### src/rtl/audio_i2s_rx_pkg.sv
// Shared constants, FSM encoding and helpers for the I2S receiver.
package audio_i2s_rx_pkg;

   localparam int unsigned DATA_W_DEF      = 16;
   localparam int unsigned SLOT_W_DEF      = 32;
   localparam int unsigned SYNC_STAGES_DEF = 2;

   localparam logic CH_LEFT  = 1'b0;
   localparam logic CH_RIGHT = 1'b1;

   typedef enum logic [1:0] {
      ST_IDLE  = 2'd0,
      ST_SHIFT = 2'd1,
      ST_DONE  = 2'd2,
      ST_PAD   = 2'd3
   } state_t;

   // True when the latched slot channel is the one selected for output.
   function automatic logic ch_match(input logic chan, input logic sel);
      return (sel == CH_RIGHT) ? (chan == CH_RIGHT) : (chan == CH_LEFT);
   endfunction

endpackage

### src/rtl/audio_i2s_rx_sync_edge.sv
// Multi-stage input synchroniser with optional rising-edge detect.
module audio_i2s_rx_sync_edge #(
   parameter int unsigned SYNC_STAGES = 2,
   parameter bit          EDGE_EN     = 1'b0
) (
   input  logic clk,
   input  logic rst,
   input  logic din,
   output logic q,
   output logic rise_c
);

   logic [SYNC_STAGES-1:0] sync;

   // Shift the asynchronous pin through the synchroniser chain.
   always_ff @(posedge clk or posedge rst) begin
      if (rst) begin
         sync <= '0;
      end else begin
         sync <= SYNC_STAGES'({sync, din});
      end
   end

   assign q = sync[SYNC_STAGES-1];

   if (EDGE_EN) begin : g_edge
      logic prev;

      // Remember the previous synchronised level for edge detection.
      always_ff @(posedge clk or posedge rst) begin
         if (rst) begin
            prev <= 1'b0;
         end else begin
            prev <= q;
         end
      end

      assign rise_c = q & ~prev;
   end else begin : g_no_edge
      assign rise_c = 1'b0;
   end

endmodule

### src/rtl/audio_i2s_rx.sv
// I2S receiver: oversamples bclk/lrclk/sdata and emits one sample per selected slot.
module audio_i2s_rx
   import audio_i2s_rx_pkg::*;
#(
   parameter int unsigned DATA_W      = DATA_W_DEF,
   parameter int unsigned SLOT_W      = SLOT_W_DEF,
   parameter int unsigned SYNC_STAGES = SYNC_STAGES_DEF
) (
   input  logic                     clk,
   input  logic                     rst,
   input  logic                     i2s_bclk,
   input  logic                     i2s_lrclk,
   input  logic                     i2s_sdata,
   input  logic                     ch_sel,
   output logic signed [DATA_W-1:0] o_data,
   output logic                     val_out,
   output logic                     frame_err
);

   localparam int unsigned K_W = $clog2(SLOT_W + 1);
   localparam logic [K_W-1:0] LAST_K  = K_W'(DATA_W - 1);
   localparam logic [K_W-1:0] PAD_MAX = K_W'(SLOT_W - 1);

   logic              bit_en;
   logic              lrclk_s;
   logic              sdata_s;
   logic              unused_bclk_s;
   logic              unused_rise_lr;
   logic              unused_rise_sd;

   state_t            state;
   state_t            next_state;

   logic              lrclk_prev;
   logic              prev_vld;
   logic              done_bnd;
   logic              chan_q;
   logic              sel_q;
   logic [DATA_W-1:0] sr;
   logic [K_W-1:0]    k;

   logic              boundary_c;
   logic              shift_c;
   logic              k_inc_c;
   logic              k_clr_c;
   logic              latch_c;
   logic              err_c;
   logic              emit_c;

   audio_i2s_rx_sync_edge #(.SYNC_STAGES(SYNC_STAGES), .EDGE_EN(1'b1)) u_sync_bclk (
      .clk    (clk),
      .rst    (rst),
      .din    (i2s_bclk),
      .q      (unused_bclk_s),
      .rise_c (bit_en)
   );

   audio_i2s_rx_sync_edge #(.SYNC_STAGES(SYNC_STAGES), .EDGE_EN(1'b0)) u_sync_lrclk (
      .clk    (clk),
      .rst    (rst),
      .din    (i2s_lrclk),
      .q      (lrclk_s),
      .rise_c (unused_rise_lr)
   );

   audio_i2s_rx_sync_edge #(.SYNC_STAGES(SYNC_STAGES), .EDGE_EN(1'b0)) u_sync_sdata (
      .clk    (clk),
      .rst    (rst),
      .din    (i2s_sdata),
      .q      (sdata_s),
      .rise_c (unused_rise_sd)
   );

   // A slot boundary needs a valid previous lrclk, so a partial first slot is never framed.
   assign boundary_c = bit_en & prev_vld & (lrclk_s != lrclk_prev);

   // FSM state register.
   always_ff @(posedge clk or posedge rst) begin
      if (rst) begin
         state <= ST_IDLE;
      end else begin
         state <= next_state;
      end
   end

   // FSM next-state logic.
   always_comb begin
      next_state = state;
      case (state)
         ST_IDLE: begin
            if (boundary_c) next_state = ST_SHIFT;
         end
         ST_SHIFT: begin
            if (bit_en && (k == LAST_K)) next_state = ST_DONE;
         end
         ST_DONE: begin
            next_state = done_bnd ? ST_SHIFT : ST_PAD;
         end
         ST_PAD: begin
            if (boundary_c) begin
               next_state = ST_SHIFT;
            end else if (bit_en && (k >= PAD_MAX)) begin
               next_state = ST_IDLE;
            end
         end
         default: next_state = ST_IDLE;
      endcase
   end

   // FSM control outputs driving the datapath.
   always_comb begin
      shift_c = 1'b0;
      k_inc_c = 1'b0;
      k_clr_c = 1'b0;
      latch_c = 1'b0;
      err_c   = 1'b0;
      emit_c  = 1'b0;
      case (state)
         ST_IDLE: begin
            if (boundary_c) begin
               latch_c = 1'b1;
               k_clr_c = 1'b1;
            end
         end
         ST_SHIFT: begin
            if (bit_en) begin
               if (k == LAST_K) begin
                  // Completing bit; may itself sit on the next boundary edge.
                  shift_c = 1'b1;
                  if (boundary_c) k_clr_c = 1'b1;
                  else            k_inc_c = 1'b1;
               end else if (boundary_c) begin
                  // Slot too short: drop the word and restart on this boundary.
                  err_c   = 1'b1;
                  latch_c = 1'b1;
                  k_clr_c = 1'b1;
               end else begin
                  shift_c = 1'b1;
                  k_inc_c = 1'b1;
               end
            end
         end
         ST_DONE: begin
            emit_c  = ch_match(chan_q, sel_q);
            latch_c = done_bnd;
         end
         ST_PAD: begin
            if (boundary_c) begin
               latch_c = 1'b1;
               k_clr_c = 1'b1;
            end else if (bit_en) begin
               if (k >= PAD_MAX) err_c   = 1'b1;
               else              k_inc_c = 1'b1;
            end
         end
         default: ;
      endcase
   end

   // Track lrclk per bit edge and whether the completing edge was a boundary.
   always_ff @(posedge clk or posedge rst) begin
      if (rst) begin
         lrclk_prev <= CH_LEFT;
         prev_vld   <= 1'b0;
         done_bnd   <= 1'b0;
      end else if (bit_en) begin
         lrclk_prev <= lrclk_s;
         prev_vld   <= 1'b1;
         done_bnd   <= boundary_c;
      end
   end

   // Slot channel / selection latch, shift register and bit counter.
   always_ff @(posedge clk or posedge rst) begin
      if (rst) begin
         chan_q <= CH_LEFT;
         sel_q  <= CH_LEFT;
         sr     <= '0;
         k      <= '0;
      end else begin
         if (latch_c) begin
            // In DONE the boundary edge is one cycle old, so lrclk_prev holds the new channel.
            chan_q <= (state == ST_DONE) ? lrclk_prev : lrclk_s;
            sel_q  <= ch_sel;
         end
         if (shift_c) sr <= DATA_W'({sr, sdata_s});
         if (k_clr_c) begin
            k <= '0;
         end else if (k_inc_c) begin
            k <= k + K_W'(1);
         end
      end
   end

   // Registered outputs: sample, strobe and sticky error.
   always_ff @(posedge clk or posedge rst) begin
      if (rst) begin
         o_data    <= '0;
         val_out   <= 1'b0;
         frame_err <= 1'b0;
      end else begin
         val_out <= 1'b0;
         if (emit_c) begin
            o_data  <= $signed(sr);
            val_out <= 1'b1;
         end
         if (err_c) frame_err <= 1'b1;
      end
   end

endmodule

### config.mk
export PLATFORM = sky130hd
export DESIGN_NAME = audio_i2s_rx
export DESIGN_NICKNAME = d
export VERILOG_FILES = /design/src/rtl/audio_i2s_rx_pkg.sv /design/src/rtl/audio_i2s_rx_sync_edge.sv /design/src/rtl/audio_i2s_rx.sv
export SDC_FILE = /design/constraint.sdc
export NUM_CORES = 1
export LEC_CHECK = 0
export BUFFER_PORTS_ARGS = -buffer_cell sky130_fd_sc_hd__buf_4
export CORE_MARGIN = 10
export CORE_UTILIZATION = 52
export DETAILED_ROUTE_END_ITERATION = 8
export PLACE_DENSITY = 0.75
export SLEW_MARGIN = 20
export SYNTH_ARGS = -nofsm -noshare
export SYNTH_HDL_FRONTEND = slang
export SYNTH_SLANG_ARGS = --single-unit
### constraint.sdc
create_clock -name clk -period 1.65 [get_ports clk]
set_input_delay 0 -clock clk [delete_from_list [all_inputs] [get_ports clk]]
set_output_delay 0 -clock clk [all_outputs]
set_load 0.01 [all_outputs]
==> flow_summary.yaml <==
run_status:
  status: "finished, violations left"
  violations: "setup timing"
cells_and_area:
  multi_input_area_sq_um: 1109
  design_area_sq_um: 3173
  drive_gt1_share_pct: 57.40
  regArea_sq_um: 1353
  antennaDiodeCount: 0
  fin_nets: 234
  fillers: 284
  syn_to_final_growth_pct: 37.60
  final_util_pct: 73.38
clocking:
  clk_pin_slew_ns: 0.09
  cts_buffer_depth: 2
  cts_max_level: 2
  cts.root.buffer_cell: "clkbuf_8"
  clk-insertion-delay-late_ns: 0.30
  cts_tree: "done"
  cts.sinks: 54
  cts_buffers: 5
pwr:
  power_leakage_nw: 1.478
  ir_drop_mv: 0.7539
  pwr_density_cell_nw_per_um2: 1436
floorplan:
  start_util_pct: 53.33
  design.die.area_sq_um: 7498
  core-area_sq_um: 4324
  die_w_microns: 86.59
  pin_count: 24
  fp.dieH_microns: 86.59
  rows: 24
logic_synthesis:
  synth-edff-count: 0
  synth_most_common_cell: "dfrtp_1"
  yosysWarnings: 0
  synthesis.nets: 170
  synthFlopType: "dfrtp_1"
  synth_common_cells: "dfrtp_1 (54), mux2_2 (26), mux2_4 (10)"
  ys_ff_latch: 54
  synth.largest_area_cell: "dfrtp_1"
  syn_inst: 158
  async_flop_share_pct: 100.0
  avgSynthCellArea_sq_um: 14.59
  yosysSeqAreaShare_pct: 58.60
  synth_top_area_share_pct: 58.60
  yosysUniqueCellTypes: 36
  ys_top_cells_by_area: "dfrtp_1 (59%), mux2_2 (13%), mux2_4 (6.5%)"
  synth_area_sq_um: 2306
timing:
  grt_setup_unrepaired: "true"
  setup_viol: 14
  clock_skew_ns: 0.004091
  period_share_pct: 104.8
  worstMarginPinSlew_ns: 0.3161
  hold_violations: 0
  setup_ws_ns: -0.07858
  finalCriticalPeriod_ns: 1.729
  fmax_mhz: 578.5
  slew_headroom_pct: 78.79
  fin_setup_tns_ns: -0.3976
  drv_slew: 0
worst_setup_path:
  path_max_fanout: 5
  startpoint_type: "flip-flop"
  cp.required_ns: 1.86
  cp-end-kind: "flip-flop"
  critPathKind: "reg -> reg"
  cp.arrival_ns: 1.94
placement:
  port_buffers: 23
  dp_hpwl_mm: 3.197
  pre_cts_slack_ns: -0.3764
  globalplace.congestion: 0.8816
  post_dp_cell_area_sq_um: 2758
min_path:
  hold_class: "in -> async"
grt:
  grt_first_pass_wirelength_mm: 8.045
  grt_pass1_vias: 1670
  track_usage_pct: 13.28
  antenna_found_initial: 0
  grt_max_degree: 44
  gr-total-overflow: 0
detailed_routing:
  drc_errors: 0
  vias: 1499
  wirelength_mm: 4.971
  vias_per_cell: 5.451
  firstDrtPassIters: 5
  ant_nets: 0
  drtIter0Drc: 118
  wl_per_cell_microns: 18.08
job:
  maxCapViolCount: 0
## state kept, by name (all words and copies together), names as in the netlist, 2 cells and up
register	cells
o_data	16
u_sync_bclk.sync	2
sr	16
k	6
state	2
u_sync_lrclk.sync	2
u_sync_sdata.sync	2
## timing repair
item | CTS | global route
setup endpoints to repair | 26 | 26
gates resized for setup | 15 | 26
cloned | 0 | 1
pin swaps | 8 | 8
hold buffers | 5 | 0
hold endpoints to repair | 58 | 0
setup buffers | 3 | 2
## critical path, stage by stage, from the launching register on
cell and delay (ns):
dfrtp_1 0.40, ha_2 0.19, buf_4 0.15, a41oi_4 0.23
a21oi_4 0.13, buf_6 0.14, nor2_4 0.12, mux2i_1 0.27
## cells in the final DEF, fill, tap and decap left out, types with 2 or more instances in the layout
| cell | n |
|---|---|
| inv_1 | 3 |
| mux2i_1 | 5 |
| mux2_2 | 19 |
| ha_2 | 2 |
| nand2_1 | 9 |
| clkbuf_8 | 5 |
| dlygate4sd3_1 | 5 |
| buf_6 | 4 |
| ha_4 | 2 |
| and3_4 | 2 |
| buf_4 | 46 |
| inv_2 | 3 |
| nand3_1 | 2 |
| nor3_2 | 2 |
| dfrtp_1 | 53 |
| ha_1 | 2 |
| nor2_1 | 3 |
| mux2_4 | 17 |
| buf_12 | 3 |
## worst paths after layout
path	startpoint	end	slack, ns	cells after the start
setup / recovery	k[1]	k[1]	-0.08	7
hold / removal	rst	frame_err	0.20	3
setup reg to reg	k[1]	k[1]	-0.08	7
hold reg to reg	u_sync_bclk.sync[0]	u_sync_bclk.sync[1]	0.35	0
max in group asynchronous	rst	u_sync_lrclk.sync[1]	0.94	4
min in group clk	i2s_sdata	u_sync_sdata.sync[0]	0.34	2
## per-stage QoR
| stage | power (mW) | hold slack, ns | cells |
|---|---|---|---|
| floorplan | 2.687 | 0.03143 | 158 |
| global placement | 3.277 | -0.04160 | 256 |
| detailed placement | 3.360 | -0.02929 | 256 |
| CTS | 4.251 | 0.2000 | 272 |
| global route | 4.848 | 0.2088 | 275 |
| finish | 4.556 | 0.1991 | 275 |
## area by class of cell
type,count,share of cell area [%]
flip-flops and latches,54,42.63
clock inverters,3,0.6703
inverters,7,0.9858
repair buffers,59,16.56
multi-input cells,95,34.94
well taps,52,2.050
clock buffers,5,2.169
## logic make-up after synthesis
kind of cell	after synthesis	share of synthesized area [%]
DFF	54	58.60
muxes	41	21.38
and+or+nand+nor	27	6.403
AOI/OAI and AO/OA	19	7.272
buffers and inverters	9	2.007
adders and majority gates	6	3.255
xor gates and xnor gates	2	1.085
## report_power, final
group	total [mW]	internal, mW	switching, mW
registers	1.76	1.58	0.179
clock network	0.727	0.299	0.428
logic	2.07	1.13	0.935
total	4.56	3.01	1.54
## layer usage
metal	track usage, %	wire [microns]	up-vias
met2	21.88	2655	25
met3	3.565	202	8
met5	0	0	-
met4	6.627	87	0
met1	15.59	2025	767
li1	-	-	699
Power figures use the tool's default switching activity.
